`src/rtl/zoh_pkg.sv`:
```
// Shared types and defaults for the zero-order-hold upsampler.
// Build option: ZOH_MUTE_ON_UNDERRUN_EN selects mute (held=0) instead of hold on underrun.
package zoh_pkg;

  localparam int unsigned DataWidthDefault = 20;

  typedef enum logic [1:0] {
    StWaitTick = 2'd0,
    StLoad     = 2'd1,
    StIssue    = 2'd2,
    StBusy     = 2'd3
  } zoh_state_e;

  // Counter/pointer width that never collapses to zero bits.
  function automatic int unsigned clog2_min1(input int unsigned value);
    return (value <= 1) ? 1 : $clog2(value);
  endfunction

endpackage

```
`src/rtl/zoh_sample_fifo.sv`:
```
// Synchronous sample FIFO with registered, first-word fall-through output.
// A push while full is accepted only when a pop frees the slot in the same cycle.
module zoh_sample_fifo
  import zoh_pkg::*;
#(
  parameter int unsigned DEPTH = 4,
  parameter int unsigned WIDTH = DataWidthDefault
) (
  input  logic             clk,
  input  logic             rst,
  input  logic             push,
  input  logic             pop,
  input  logic [WIDTH-1:0] din,
  output logic [WIDTH-1:0] dout,
  output logic             full,
  output logic             empty
);

  localparam int unsigned AW = clog2_min1(DEPTH);

  logic [WIDTH-1:0] mem_q [DEPTH];
  logic [AW-1:0]    rd_ptr_q, wr_ptr_q, rd_next;
  logic [AW:0]      cnt_q;
  logic [WIDTH-1:0] dout_q;
  logic             do_push, do_pop;

  assign empty   = (cnt_q == '0);
  assign full    = (cnt_q == (AW+1)'(DEPTH));
  assign do_pop  = pop && !empty;
  assign do_push = push && (!full || do_pop);
  assign rd_next = rd_ptr_q + 1'b1;
  assign dout    = dout_q;

  always_ff @(posedge clk) begin
    if (do_push) begin
      mem_q[wr_ptr_q] <= din;
    end
  end

  always_ff @(posedge clk or posedge rst) begin
    if (rst) begin
      rd_ptr_q <= '0;
      wr_ptr_q <= '0;
      cnt_q    <= '0;
      dout_q   <= '0;
    end else begin
      if (do_push) begin
        wr_ptr_q <= wr_ptr_q + 1'b1;
      end
      if (do_pop) begin
        rd_ptr_q <= rd_next;
      end
      cnt_q <= cnt_q + (AW+1)'(do_push) - (AW+1)'(do_pop);
      // Head register follows the oldest entry; bypass din when it becomes the head.
      if (do_push && (empty || (do_pop && cnt_q == (AW+1)'(1)))) begin
        dout_q <= din;
      end else if (do_pop) begin
        dout_q <= mem_q[rd_next];
      end
    end
  end

endmodule

```
`src/rtl/zoh_upsampler.sv`:
```
// Zero-order-hold upsampler and output pacer feeding the PCM1702 serial interface.
// Build option: ZOH_MUTE_ON_UNDERRUN_EN mutes (held=0) on underrun; default holds last sample.
module zoh_upsampler
  import zoh_pkg::*;
#(
  parameter int unsigned DATA_WIDTH = DataWidthDefault,
  parameter int unsigned UPSAMPLE   = 4,
  parameter int unsigned OUT_PERIOD = 512,
  parameter int unsigned FIFO_DEPTH = 4
) (
  input  logic                  clk,
  input  logic                  rst,
  input  logic                  in_valid,
  input  logic [DATA_WIDTH-1:0] in_data,
  output logic                  in_ready,
  input  logic                  shift_done,
  output logic                  sample_rdy,
  output logic [DATA_WIDTH-1:0] data,
  input  logic                  err_clr,
  output logic                  underrun,
  output logic                  overrun
);

  localparam int unsigned TW = clog2_min1(OUT_PERIOD);
  localparam int unsigned RW = clog2_min1(UPSAMPLE);

  zoh_state_e            state_q, state_d;
  logic [TW-1:0]         tick_cnt_q;
  logic                  tick;
  logic [RW-1:0]         rep_q, rep_d;
  logic [DATA_WIDTH-1:0] held_q, held_d, data_q;
  logic                  underrun_q, overrun_q;
  logic                  ur_set, ov_set;
  logic                  fifo_pop, fifo_full, fifo_empty;
  logic [DATA_WIDTH-1:0] fifo_dout;

  zoh_sample_fifo #(
    .DEPTH(FIFO_DEPTH),
    .WIDTH(DATA_WIDTH)
  ) u_fifo (
    .clk  (clk),
    .rst  (rst),
    .push (in_valid),
    .pop  (fifo_pop),
    .din  (in_data),
    .dout (fifo_dout),
    .full (fifo_full),
    .empty(fifo_empty)
  );

  assign in_ready = !fifo_full;
  assign tick     = (tick_cnt_q == TW'(OUT_PERIOD - 1));
  assign data     = data_q;
  assign underrun = underrun_q;
  assign overrun  = overrun_q;

  always_comb begin
    state_d    = state_q;
    rep_d      = rep_q;
    held_d     = held_q;
    fifo_pop   = 1'b0;
    ur_set     = 1'b0;
    ov_set     = 1'b0;
    sample_rdy = 1'b0;
    unique case (state_q)
      StWaitTick: begin
        if (tick) state_d = StLoad;
      end
      StLoad: begin
        if (rep_q == '0) begin
          if (!fifo_empty) begin
            fifo_pop = 1'b1;
            held_d   = fifo_dout;
            rep_d    = RW'(UPSAMPLE - 1);
          end else begin
            ur_set = 1'b1;
`ifdef ZOH_MUTE_ON_UNDERRUN_EN
            held_d = '0;
`else
            held_d = held_q;
`endif
          end
        end else begin
          rep_d = rep_q - 1'b1;
        end
        state_d = StIssue;
      end
      StIssue: begin
        sample_rdy = 1'b1;
        state_d    = StBusy;
      end
      StBusy: begin
        // A tick here is lost, not queued; the following tick is served normally.
        if (tick) ov_set = 1'b1;
        if (shift_done) state_d = StWaitTick;
      end
      default: state_d = StWaitTick;
    endcase
  end

  always_ff @(posedge clk or posedge rst) begin
    if (rst) begin
      state_q    <= StWaitTick;
      tick_cnt_q <= '0;
      rep_q      <= '0;
      held_q     <= '0;
      data_q     <= '0;
      underrun_q <= 1'b0;
      overrun_q  <= 1'b0;
    end else begin
      state_q    <= state_d;
      tick_cnt_q <= tick ? '0 : tick_cnt_q + 1'b1;
      rep_q      <= rep_d;
      held_q     <= held_d;
      // Output word is updated on the edge entering ISSUE so it is valid alongside sample_rdy.
      if (state_q == StLoad) begin
        data_q <= held_d;
      end
      underrun_q <= ur_set | (underrun_q & ~err_clr);
      overrun_q  <= ov_set | (overrun_q & ~err_clr);
    end
  end

endmodule

```
`config.mk`:
```
export PLATFORM = sky130hd
export DESIGN_NAME = zoh_upsampler
export DESIGN_NICKNAME = d
export VERILOG_FILES = /design/src/rtl/zoh_pkg.sv /design/src/rtl/zoh_sample_fifo.sv /design/src/rtl/zoh_upsampler.sv
export SDC_FILE = /design/constraint.sdc
export NUM_CORES = 1
export LEC_CHECK = 0
export ABC_AREA = 0
export CAP_MARGIN = 20
export CORE_MARGIN = 1
export CORE_UTILIZATION = 52
export CTS_BUF_LIST = sky130_fd_sc_hd__clkbuf_2
export DETAILED_ROUTE_END_ITERATION = 8
export GPL_TIMING_DRIVEN = 0
export PLACE_DENSITY = 0.82
export SLEW_MARGIN = 10
export SYNTH_ARGS = -nofsm -noshare
export SYNTH_HDL_FRONTEND = slang
export SYNTH_SLANG_ARGS = --single-unit
```
`constraint.sdc`:
```
create_clock -name clk -period 5.8 [get_ports clk]
set_input_delay 1.45 -clock clk [delete_from_list [all_inputs] [get_ports clk]]
set_output_delay 1.45 -clock clk [all_outputs]
set_load 0.1 [all_outputs]
```
==> results.py <==
metrics = {
    "status": {
        "status": "finished clean",
    },
    "global_route": {
        "grt_overflow_total": 0,
        "antenna_found_initial": 1,
        "grt_busiest_layer": "met2",
        "globalRouteTotalUtil": 0.196,
        "grt_use_met3": 0.0488,
        "grt_max_degree": 59,
        "grt_pass1_vias": 3794,
        "use_met1": 0.244,
        "grt_use_met2": 0.337,
        "grt_pass1_wl_um": 19200,
    },
    "clocking": {
        "clk_latency_ns": 0.68,
        "cts_setup_buffers": 0,
        "cts_buffers": 17,
        "cts_sinks": 162,
        "clkTransAtPathRegs_ns": 0.23,
        "cts_hold_buf": 0,
        "htree_num_levels": 4,
        "cts.path.max_buffers": 2,
        "root_buffer": "clkbuf_2",
        "post_cts_resized": 0,
        "cts_tree": "built",
    },
    "drt": {
        "drc": 0,
        "routed_wl_um": 11800,
        "drtIter0Drc": 231,
        "firstDrtPassIters": 5,
        "drtAntennaViolNets": 0,
        "vias": 3522,
        "viasPerCell": 5.33,
        "routedWlPerCell_um": 17.8,
    },
    "placed_design": {
        "dp_hpwl_um": 7920,
        "io_buffers": 48,
        "placed_area_sq_mm": 0.00753,
        "routabilityCongestion": 0.709,
    },
    "power_and_ir_drop": {
        "leakage_nw": 3.16,
        "p_int_mw": 2.64,
        "ir_drop_v": 0.000179,
        "p_switching_mw": 1.77,
        "comb_power_share": 0.449,
        "p_seq_frac": 0.410,
        "clkPwrFrac": 0.141,
        "cellPowerDensity_mw_per_mm2": 566,
        "swShare": 0.402,
    },
    "floorplan": {
        "coreArea_sq_mm": 0.0127,
        "die_height_um": 116,
        "dieArea_sq_mm": 0.0135,
        "ioPinCount": 49,
        "start_util": 0.537,
        "rows": 41,
        "die-width_um": 116,
    },
    "setup_path": {
        "cp_slowest_cell": "clkdlybuf4s50_1",
        "cp_slowest_stage_delay_ns": 1.14,
        "path_buf_inv": 2,
        "crit_fanout": 4,
        "path_cells": "inv_1 -> ha_1 -> clkdlybuf4s50_1",
        "worstPathRequired_ns": 4.35,
        "worstPathArrival_ns": 2.57,
        "crit_type": "reg2out",
        "cp-end-kind": "primary output",
        "crit_family": "buffers and inverters",
        "critPathLaunchType": "flop",
    },
    "synthesis": {
        "syn_inst": 407,
        "ys_seq_area_frac": 0.655,
        "synthesis.area_sq_mm": 0.00680,
        "ys_ff_latch": 162,
        "synth_flop_cell": "dfrtp_1",
        "synth_area_leaders": "edfxtp_1, dfrtp_1, mux2_4, mux4_2, mux2_2",
        "syn-num-nets": 447,
        "synth_area_leader_cell": "edfxtp_1",
        "netlist.area_leader.share": 0.353,
        "synth-edff-count": 80,
        "synthArstFlopShare": 0.506,
        "ys_types": 36,
        "ys_warn_count": 0,
        "synth.avg_cell_area_sq_um": 16.7,
        "yosysMostFrequentCell": "dfrtp_1",
        "yosys-top-cells-count": "dfrtp_1, edfxtp_1, mux2_2",
    },
    "sta": {
        "finalSetupViolCount": 0,
        "report.final.hold_viol_count": 0,
        "slew_headroom": 0.276,
        "rsz0062_at_grt": "false",
        "period_needed_ns": 4.02,
        "drv_slew": 0,
        "setup_tns_ns": 0,
        "fin_worst_skew_ns": 0.0360,
        "fmax_ghz": 0.248,
        "tightest_slew_ns": 1.09,
        "fin_crit_sh": 0.694,
    },
    "final_layout": {
        "nets": 515,
        "num-fill-cells": 886,
        "area_growth_pct": 14.5,
        "final_area_sq_mm": 0.00778,
        "drive_gt1_frac": 0.262,
    },
    "worst_hold_path": {
        "hp-class": "reg2reg",
    },
    "flow_run": {
        "maxCapViolations": 0,
    },
}
## cell type report
| cell class | instances | area [sq um] | share of cell area |
|---|---|---|---|
| multi-input combinational | 209 | 2160 | 0.277 |
| sequential | 162 | 4450 | 0.572 |
| antenna | 1 | 2.50 | 0.000321 |
| tap | 172 | 215 | 0.0276 |
| inverter | 15 | 58.8 | 0.00755 |
| clock inverter | 13 | 160 | 0.0206 |
| clock buffer | 19 | 95.1 | 0.0122 |
| timing repair buffer | 49 | 508 | 0.0653 |
| buffer | 21 | 133 | 0.0170 |
## per-stage QoR
stage / power (mW) / util / hold WS, ns / instances / setup slack (ns)
3_5_place_dp: 3.81 / 0.594 / 0.457 / 628 / 1.94
3_3_place_gp: 3.72 / 0.592 / 0.446 / 627 / 0.972
6_report: 4.41 / 0.614 / 0.487 / 661 / 1.78
5_1_grt: 4.64 / 0.614 / 0.523 / 661 / 1.59
4_1_cts: 4.44 / 0.614 / 0.484 / 660 / 1.69
2_1_floorplan: 3.34 / - / 0.433 / 407 / 2.24
## state kept, by name, indices dropped and copies added (netlist names)
signal,cells
u_fifo.mem_q,80
data,20
held_q,20
u_fifo.dout,20
tick_cnt_q,9
u_fifo.cnt_q,3
rep_q,2
state_q,2
u_fifo.rd_ptr_q,2
u_fifo.wr_ptr_q,2
overrun,1
underrun,1
## layout by cell type, fill, tap and decap left out, drive strengths merged, types with 5 or more instances in the layout
cell type	count
a21oi	23
buf	17
clkbuf	24
clkdlybuf4s50	48
clkinv	5
dfrtp	82
edfxtp	80
ha	14
inv	17
mux2	62
mux2i	22
mux4	20
nand2	6
nor2	27
## layer usage
layer / share of wire / vias up / wire length (um)
met1: 0.43 / 1810 / 5120
met5: 0 / - / 0
li1: - / 1637 / -
met3: 0.036 / 7 / 429
met4: 0.0095 / 0 / 112
met2: 0.52 / 68 / 6110
## path summary, 6_finish.rpt
path                            slack, ns           from                 end  depth (start not counted)
worst min register to register       0.49  tick_cnt_q[0]       tick_cnt_q[0]                          1
worst max-delay path                 1.78     state_q[0]          sample_rdy                          3
min in group asynchronous            1.07            rst     u_fifo.dout[12]                          2
worst min-delay path                 0.49  tick_cnt_q[0]       tick_cnt_q[0]                          1
worst max register to register       2.94     state_q[1]  u_fifo.mem_q[2][3]                          6
max in group asynchronous            4.11            rst  u_fifo.wr_ptr_q[1]                          3
## power by group through the flow
stage	clock network [mW]	registers, mW	logic [mW]
floorplan	0	2.28	1.07
CTS	0.640	1.81	2.00
global route	0.688	1.85	2.11
finish	0.622	1.81	1.98
detailed placement	0	1.83	1.99
global placement	0	1.80	1.92
## cell families after synthesis
group	count (synthesis)	synth area share
fa+ha+maj	15	0.0287
compound gates	35	0.0304
mux	104	0.218
simple gates	47	0.0302
flops	162	0.655
buf+inv	36	0.0278
xor+xnor	8	0.0103
## worst reg2reg max path, cell delays in order, from the launching register on
cell     delay, ns
dfrtp_1       0.46
inv_1         0.12
ha_1          0.14
buf_2         0.19
nand2_1       0.09
a31oi_1       0.54
and2_1        0.95
Note: power is estimated with default switching activity, not from simulation.
